`src/rtl/ascon_perm_engine.sv`:
```
// Ascon-p permutation engine with a persistent 320-bit state. It runs queued commands made of
// an optional word load (overwrite or XOR), a variable round count and an optional word unload.
module ascon_perm_engine #(
    parameter int CCW  = 32,
    parameter int UROL = 1
) (
    input  logic           clk,
    input  logic           rst,
    input  logic           cmd_valid,
    output logic           cmd_ready,
    input  logic [3:0]     cmd_rounds,
    input  logic [1:0]     cmd_load,
    input  logic           cmd_unload,
    input  logic [CCW-1:0] din,
    input  logic           din_valid,
    output logic           din_ready,
    output logic [CCW-1:0] dout,
    output logic           dout_valid,
    input  logic           dout_ready,
    output logic           dout_last,
    output logic           busy,
    output logic           done,
    output logic           err
);

    localparam int NW  = 320 / CCW;
    localparam int WCW = $clog2(NW);
    localparam logic [WCW-1:0] WC_LAST = WCW'(NW - 1);
    localparam logic [3:0] UROL4 = 4'(UROL);

    localparam logic [1:0] S_IDLE   = 2'd0;
    localparam logic [1:0] S_LOAD   = 2'd1;
    localparam logic [1:0] S_PERM   = 2'd2;
    localparam logic [1:0] S_UNLOAD = 2'd3;

    logic [1:0]     fsm_reg;
    logic [3:0]     rounds_reg;
    logic [1:0]     load_reg;
    logic           unload_reg;
    logic [3:0]     rc_reg;
    logic [WCW-1:0] wc_reg;
    logic           done_reg;
    logic           err_reg;
    logic [CCW-1:0] state_reg [NW];

    logic [319:0]   state_flat;
    logic [319:0]   stage [UROL+1];
    logic [319:0]   perm_out;
    logic [3:0]     rc_after;
    logic           cmd_bad;
    logic [1:0]     cmd_next;
    logic [1:0]     load_next;

    function automatic logic [63:0] ror64(input logic [63:0] v, input int n);
        return (v >> n) | (v << (64 - n));
    endfunction

    function automatic logic [319:0] ascon_round(input logic [319:0] s, input logic [3:0] idx);
        logic [63:0] x0, x1, x2, x3, x4;
        logic [63:0] t0, t1, t2, t3, t4;
        x0 = s[63:0];
        x1 = s[127:64];
        x2 = s[191:128];
        x3 = s[255:192];
        x4 = s[319:256];
        x2[7:0] = x2[7:0] ^ {4'd15 - idx, idx};
        x0 = x0 ^ x4;
        x4 = x4 ^ x3;
        x2 = x2 ^ x1;
        t0 = ~x0 & x1;
        t1 = ~x1 & x2;
        t2 = ~x2 & x3;
        t3 = ~x3 & x4;
        t4 = ~x4 & x0;
        x0 = x0 ^ t1;
        x1 = x1 ^ t2;
        x2 = x2 ^ t3;
        x3 = x3 ^ t4;
        x4 = x4 ^ t0;
        x1 = x1 ^ x0;
        x0 = x0 ^ x4;
        x3 = x3 ^ x2;
        x2 = ~x2;
        x0 = x0 ^ ror64(x0, 19) ^ ror64(x0, 28);
        x1 = x1 ^ ror64(x1, 61) ^ ror64(x1, 39);
        x2 = x2 ^ ror64(x2, 1) ^ ror64(x2, 6);
        x3 = x3 ^ ror64(x3, 10) ^ ror64(x3, 17);
        x4 = x4 ^ ror64(x4, 7) ^ ror64(x4, 41);
        return {x4, x3, x2, x1, x0};
    endfunction

    // First phase after the load phase (or after acceptance when nothing is loaded).
    function automatic logic [1:0] after_load(input logic [3:0] rounds, input logic unload);
        if (rounds != 4'd0)
            return S_PERM;
        else if (unload)
            return S_UNLOAD;
        else
            return S_IDLE;
    endfunction

    // Word k sits at bits [CCW*k +: CCW] of the lane-packed state, which matches the lane/half map.
    generate
        for (genvar gi = 0; gi < NW; gi++) begin : g_flat
            assign state_flat[CCW*gi +: CCW] = state_reg[gi];
        end
    endgenerate

    assign stage[0] = state_flat;
    generate
        for (genvar gi = 0; gi < UROL; gi++) begin : g_round
            assign stage[gi+1] = ascon_round(stage[gi], rc_reg + 4'(gi));
        end
    endgenerate
    assign perm_out = stage[UROL];

    assign rc_after  = rc_reg + UROL4;
    assign cmd_bad   = (cmd_rounds > 4'd12) || ((cmd_rounds % UROL4) != 4'd0) || (cmd_load == 2'd3);
    assign cmd_next  = after_load(cmd_rounds, cmd_unload);
    assign load_next = after_load(rounds_reg, unload_reg);

    always_ff @(posedge clk or posedge rst) begin
        if (rst) begin
            fsm_reg    <= S_IDLE;
            rounds_reg <= '0;
            load_reg   <= '0;
            unload_reg <= 1'b0;
            rc_reg     <= '0;
            wc_reg     <= '0;
            done_reg   <= 1'b0;
            err_reg    <= 1'b0;
            for (int i = 0; i < NW; i++)
                state_reg[i] <= '0;
        end else begin
            done_reg <= 1'b0;
            err_reg  <= 1'b0;
            case (fsm_reg)
                S_IDLE: begin
                    if (cmd_valid) begin
                        if (cmd_bad) begin
                            err_reg <= 1'b1;
                        end else begin
                            rounds_reg <= cmd_rounds;
                            load_reg   <= cmd_load;
                            unload_reg <= cmd_unload;
                            rc_reg     <= 4'd12 - cmd_rounds;
                            if (cmd_load != 2'd0) begin
                                fsm_reg <= S_LOAD;
                            end else begin
                                fsm_reg  <= cmd_next;
                                done_reg <= (cmd_next == S_IDLE);
                            end
                        end
                    end
                end
                S_LOAD: begin
                    if (din_valid) begin
                        state_reg[wc_reg] <= (load_reg == 2'd2) ? (state_reg[wc_reg] ^ din) : din;
                        if (wc_reg == WC_LAST) begin
                            wc_reg   <= '0;
                            fsm_reg  <= load_next;
                            done_reg <= (load_next == S_IDLE);
                        end else begin
                            wc_reg <= wc_reg + WCW'(1);
                        end
                    end
                end
                S_PERM: begin
                    for (int i = 0; i < NW; i++)
                        state_reg[i] <= perm_out[CCW*i +: CCW];
                    rc_reg <= rc_after;
                    if (rc_after == 4'd12) begin
                        fsm_reg  <= unload_reg ? S_UNLOAD : S_IDLE;
                        done_reg <= !unload_reg;
                    end
                end
                S_UNLOAD: begin
                    if (dout_ready) begin
                        if (wc_reg == WC_LAST) begin
                            wc_reg   <= '0;
                            fsm_reg  <= S_IDLE;
                            done_reg <= 1'b1;
                        end else begin
                            wc_reg <= wc_reg + WCW'(1);
                        end
                    end
                end
                default: fsm_reg <= S_IDLE;
            endcase
        end
    end

    // cmd_ready is gated by rst so it drops the moment reset is asserted.
    assign cmd_ready  = (fsm_reg == S_IDLE) && !rst;
    assign din_ready  = (fsm_reg == S_LOAD);
    assign dout_valid = (fsm_reg == S_UNLOAD);
    assign dout       = dout_valid ? state_reg[wc_reg] : '0;
    assign dout_last  = dout_valid && (wc_reg == WC_LAST);
    assign busy       = (fsm_reg != S_IDLE);
    assign done       = done_reg;
    assign err        = err_reg;

endmodule

```
`config.mk`:
```
export PLATFORM = sky130hd
export DESIGN_NAME = ascon_perm_engine
export DESIGN_NICKNAME = d
export VERILOG_FILES = /design/src/rtl/ascon_perm_engine.sv
export SDC_FILE = /design/constraint.sdc
export NUM_CORES = 2
export LEC_CHECK = 0
export BUFFER_PORTS_ARGS = -buffer_cell sky130_fd_sc_hd__clkbuf_2
export CAP_MARGIN = 25
export CORE_MARGIN = 10
export CORE_UTILIZATION = 62
export CTS_CLUSTER_SIZE = 30
export DETAILED_ROUTE_END_ITERATION = 16
export PLACE_DENSITY = 0.79
export SLEW_MARGIN = 15
export SYNTH_ARGS = -nofsm -noshare
export SYNTH_HDL_FRONTEND = slang
export SYNTH_SLANG_ARGS = --single-unit
```
`constraint.sdc`:
```
create_clock -name clk -period 35.3 [get_ports clk]
set_clock_uncertainty 0.1 [all_clocks]
set_input_delay 10.59 -clock clk [delete_from_list [all_inputs] [get_ports clk]]
set_output_delay 10.59 -clock clk [all_outputs]
set_load 0.005 [all_outputs]
```
==> run summary <==
status - complete, no violations
Syn Std Cell Area - 32200 µm²
ys flop type - dfrtp_1
slowest cell on the critical path - clkbuf_2
post-route ant nets - 0
clk root buf - clkbuf_16
vias - 30900
crit path cell chain - clkbuf_2, nor2_1, clkbuf_2
GRT overflow - 0
worst-path fanout max - 2
die width - 248 µm
final hold violation count - 0
crit-path max cell delay - 0.14 ns
global-route wire length before repair - 217 mm
Vias/cell - 7.08
WS Path Type - in -> out
yosys warns - 0
CP required - 24.61 ns
Synth Area per Inst - 9.05 µm²
Hold Path Depth - 2
worst reg2reg startpoint - wc_reg[0]
Port-buffer cells - 82
area grow syn2layout - 9.37%
final WL - 157 mm
most frequent cells after synthesis - xnor2_1, dfrtp_1, xor2_1, nor2_1, a21oi_1
top-count cell post-synth - xnor2_1
post-CTS setup buffers - 0
FP Rows - 83
Skew-Pair Late Insertion Delay - 0.61 ns
dpl hpwl - 112 mm
Ports - 83
largest net degree at the start of global routing - 162
Arr. time, crit path - 10.95 ns
cell taking the most area after synthesis - dfrtp_1
CTS buffer count - 42
Highest Clock Rate - 46.2 MHz
Crit. path cell count - 3
final net count - 3821
Worst-Margin Slew - 1.29 ns
unrepaired setup endpoints after global routing - false
flops & latches, synth - 339
Critical Path Sink Type - output pin
clock sinks - 339
TritonCTS clock tree - built
final worst path period need - 21.64 ns
post-CTS sizing - 0
All-Layer GR Usage - 50.4%
Worst-path clk slew - 0.06 ns
Final Cycle Share - 61.3%
sequential area share after synthesis - 26.4%
Gate Count Post-Synth - 3557
worst setup margin - 13.66 ns
first-pass iteration count of the detailed router - 9
First DRT Iteration DRCs - 6198
fraction of layout cells with a size suffix above 1 - 12.8%
Synth top area share - 26.4%
die area - 61400 µm²
initial antenna violation count - 7
Setup-failing EPs final - 0
relative slew slack - 13.2%
worst r2r path cells - 9
routed length per instance - 36.1 µm
TNS Setup - 0 ns
beginning of the critical path - rst
Placer Congestion - 1.15
cell repeated most along the worst path - clkbuf_2
HP Class - reg -> reg
max-slew violations - 0
Longest Clk Path Bufs - 3
die height - 248 µm
pre-CTS WS - 13.65 ns
Max Cap Viol - 0
async set or reset register ratio after synthesis - 100%
Post-Syn Nets - 3731
Min-Delay Startpoint - rounds_reg[0]
CP Buf/Inv Count - 2
fillers - 4242
Area contributors post-synth - dfrtp_1, xnor2_1, xor2_1
# hold bufs at CTS - 0
Post-synth EDFFs - 0
Netlist cell types - 55
core box area - 51300 µm²
max reg flops - 320
CP Launch Type - input port
DRC errors left - 0
CP top delay family - buffers and inverters
initial core utilization - 62.7%
vias in the first global route - 28500
Max H-tree Level - 2
## layout by cell type, fill, tap and decap left out, types with 102 or more instances in the layout
master,synthesis,layout
nor2_1,279,271
mux2i_1,186,186
xnor2_1,763,759
o22ai_1,182,182
xor2_1,306,300
inv_1,159,158
dfrtp_1,339,337
nand2_1,249,247
buf_4,11,102
ha_1,130,130
a21oi_1,250,250
## layer usage
metal / routed length, µm / track usage [%] / part of all wire, %
met5: 46 / 0 / 0.029
met2: 60700 / 68.1 / 39
met3: 27000 / 23.9 / 17
met4: 16500 / 40.3 / 11
met1: 53000 / 60.1 / 34
## cell type report
cell class              count  area, µm²  share of cell area, %
inverters                 159        604                   1.72
clock inverters            11        136                  0.388
flip-flops and latches    339       8490                   24.1
diodes                      6       15.0                 0.0427
repair buffers            197       1330                   3.78
clock buffers              60       1220                   3.47
multi-input cells        2908      22600                   64.1
well taps                 680        851                   2.42
## through the flow
stage	cell area, µm²	util, %	instances	hold slack [ns]
3_3_place_gp	33400	65.2	4244	0.371
3_5_place_dp	33600	65.5	4261	0.383
5_1_grt	35200	68.6	4354	0.431
2_1_floorplan	32200	-	3557	0.350
4_1_cts	34900	68.1	4332	0.393
6_report	35200	68.6	4360	0.391
## cells by family after synthesis
| group | synth area share (%) |
|---|---|
| flip-flops | 26.4 |
| AND/OR/NAND/NOR | 7.68 |
| multiplexers | 9.11 |
| adder cells (fa/ha/maj) | 5.77 |
| AO/OA/AOI/OAI | 14.9 |
| XOR/XNOR | 32.0 |
| buffers and inverters | 4.10 |
## path summary, 6_finish.rpt
kind	end	slack, ns
worst max register to register	stage[619]	30.01
worst max-delay path	cmd_ready	13.66
worst min-delay path	rounds_reg[0]	0.39
max in group asynchronous	stage[365]	23.47
min in group asynchronous	rounds_reg[3]	10.08
worst min register to register	rounds_reg[0]	0.39
## worst reg2reg max path, stage by stage (launching register included)
cell and delay, ns:
dfrtp_2 0.97, buf_4 0.68, nor2b_1 0.34, and2_1 0.20
nand2_1 0.59, buf_4 0.55, nand2_1 0.91, buf_4 0.52
o22ai_1 0.16, a21oi_1 0.18
Power is left out: the tool's default activity adds up to more than one toggle a clock period on the data nets, which glitch-free logic cannot reach.
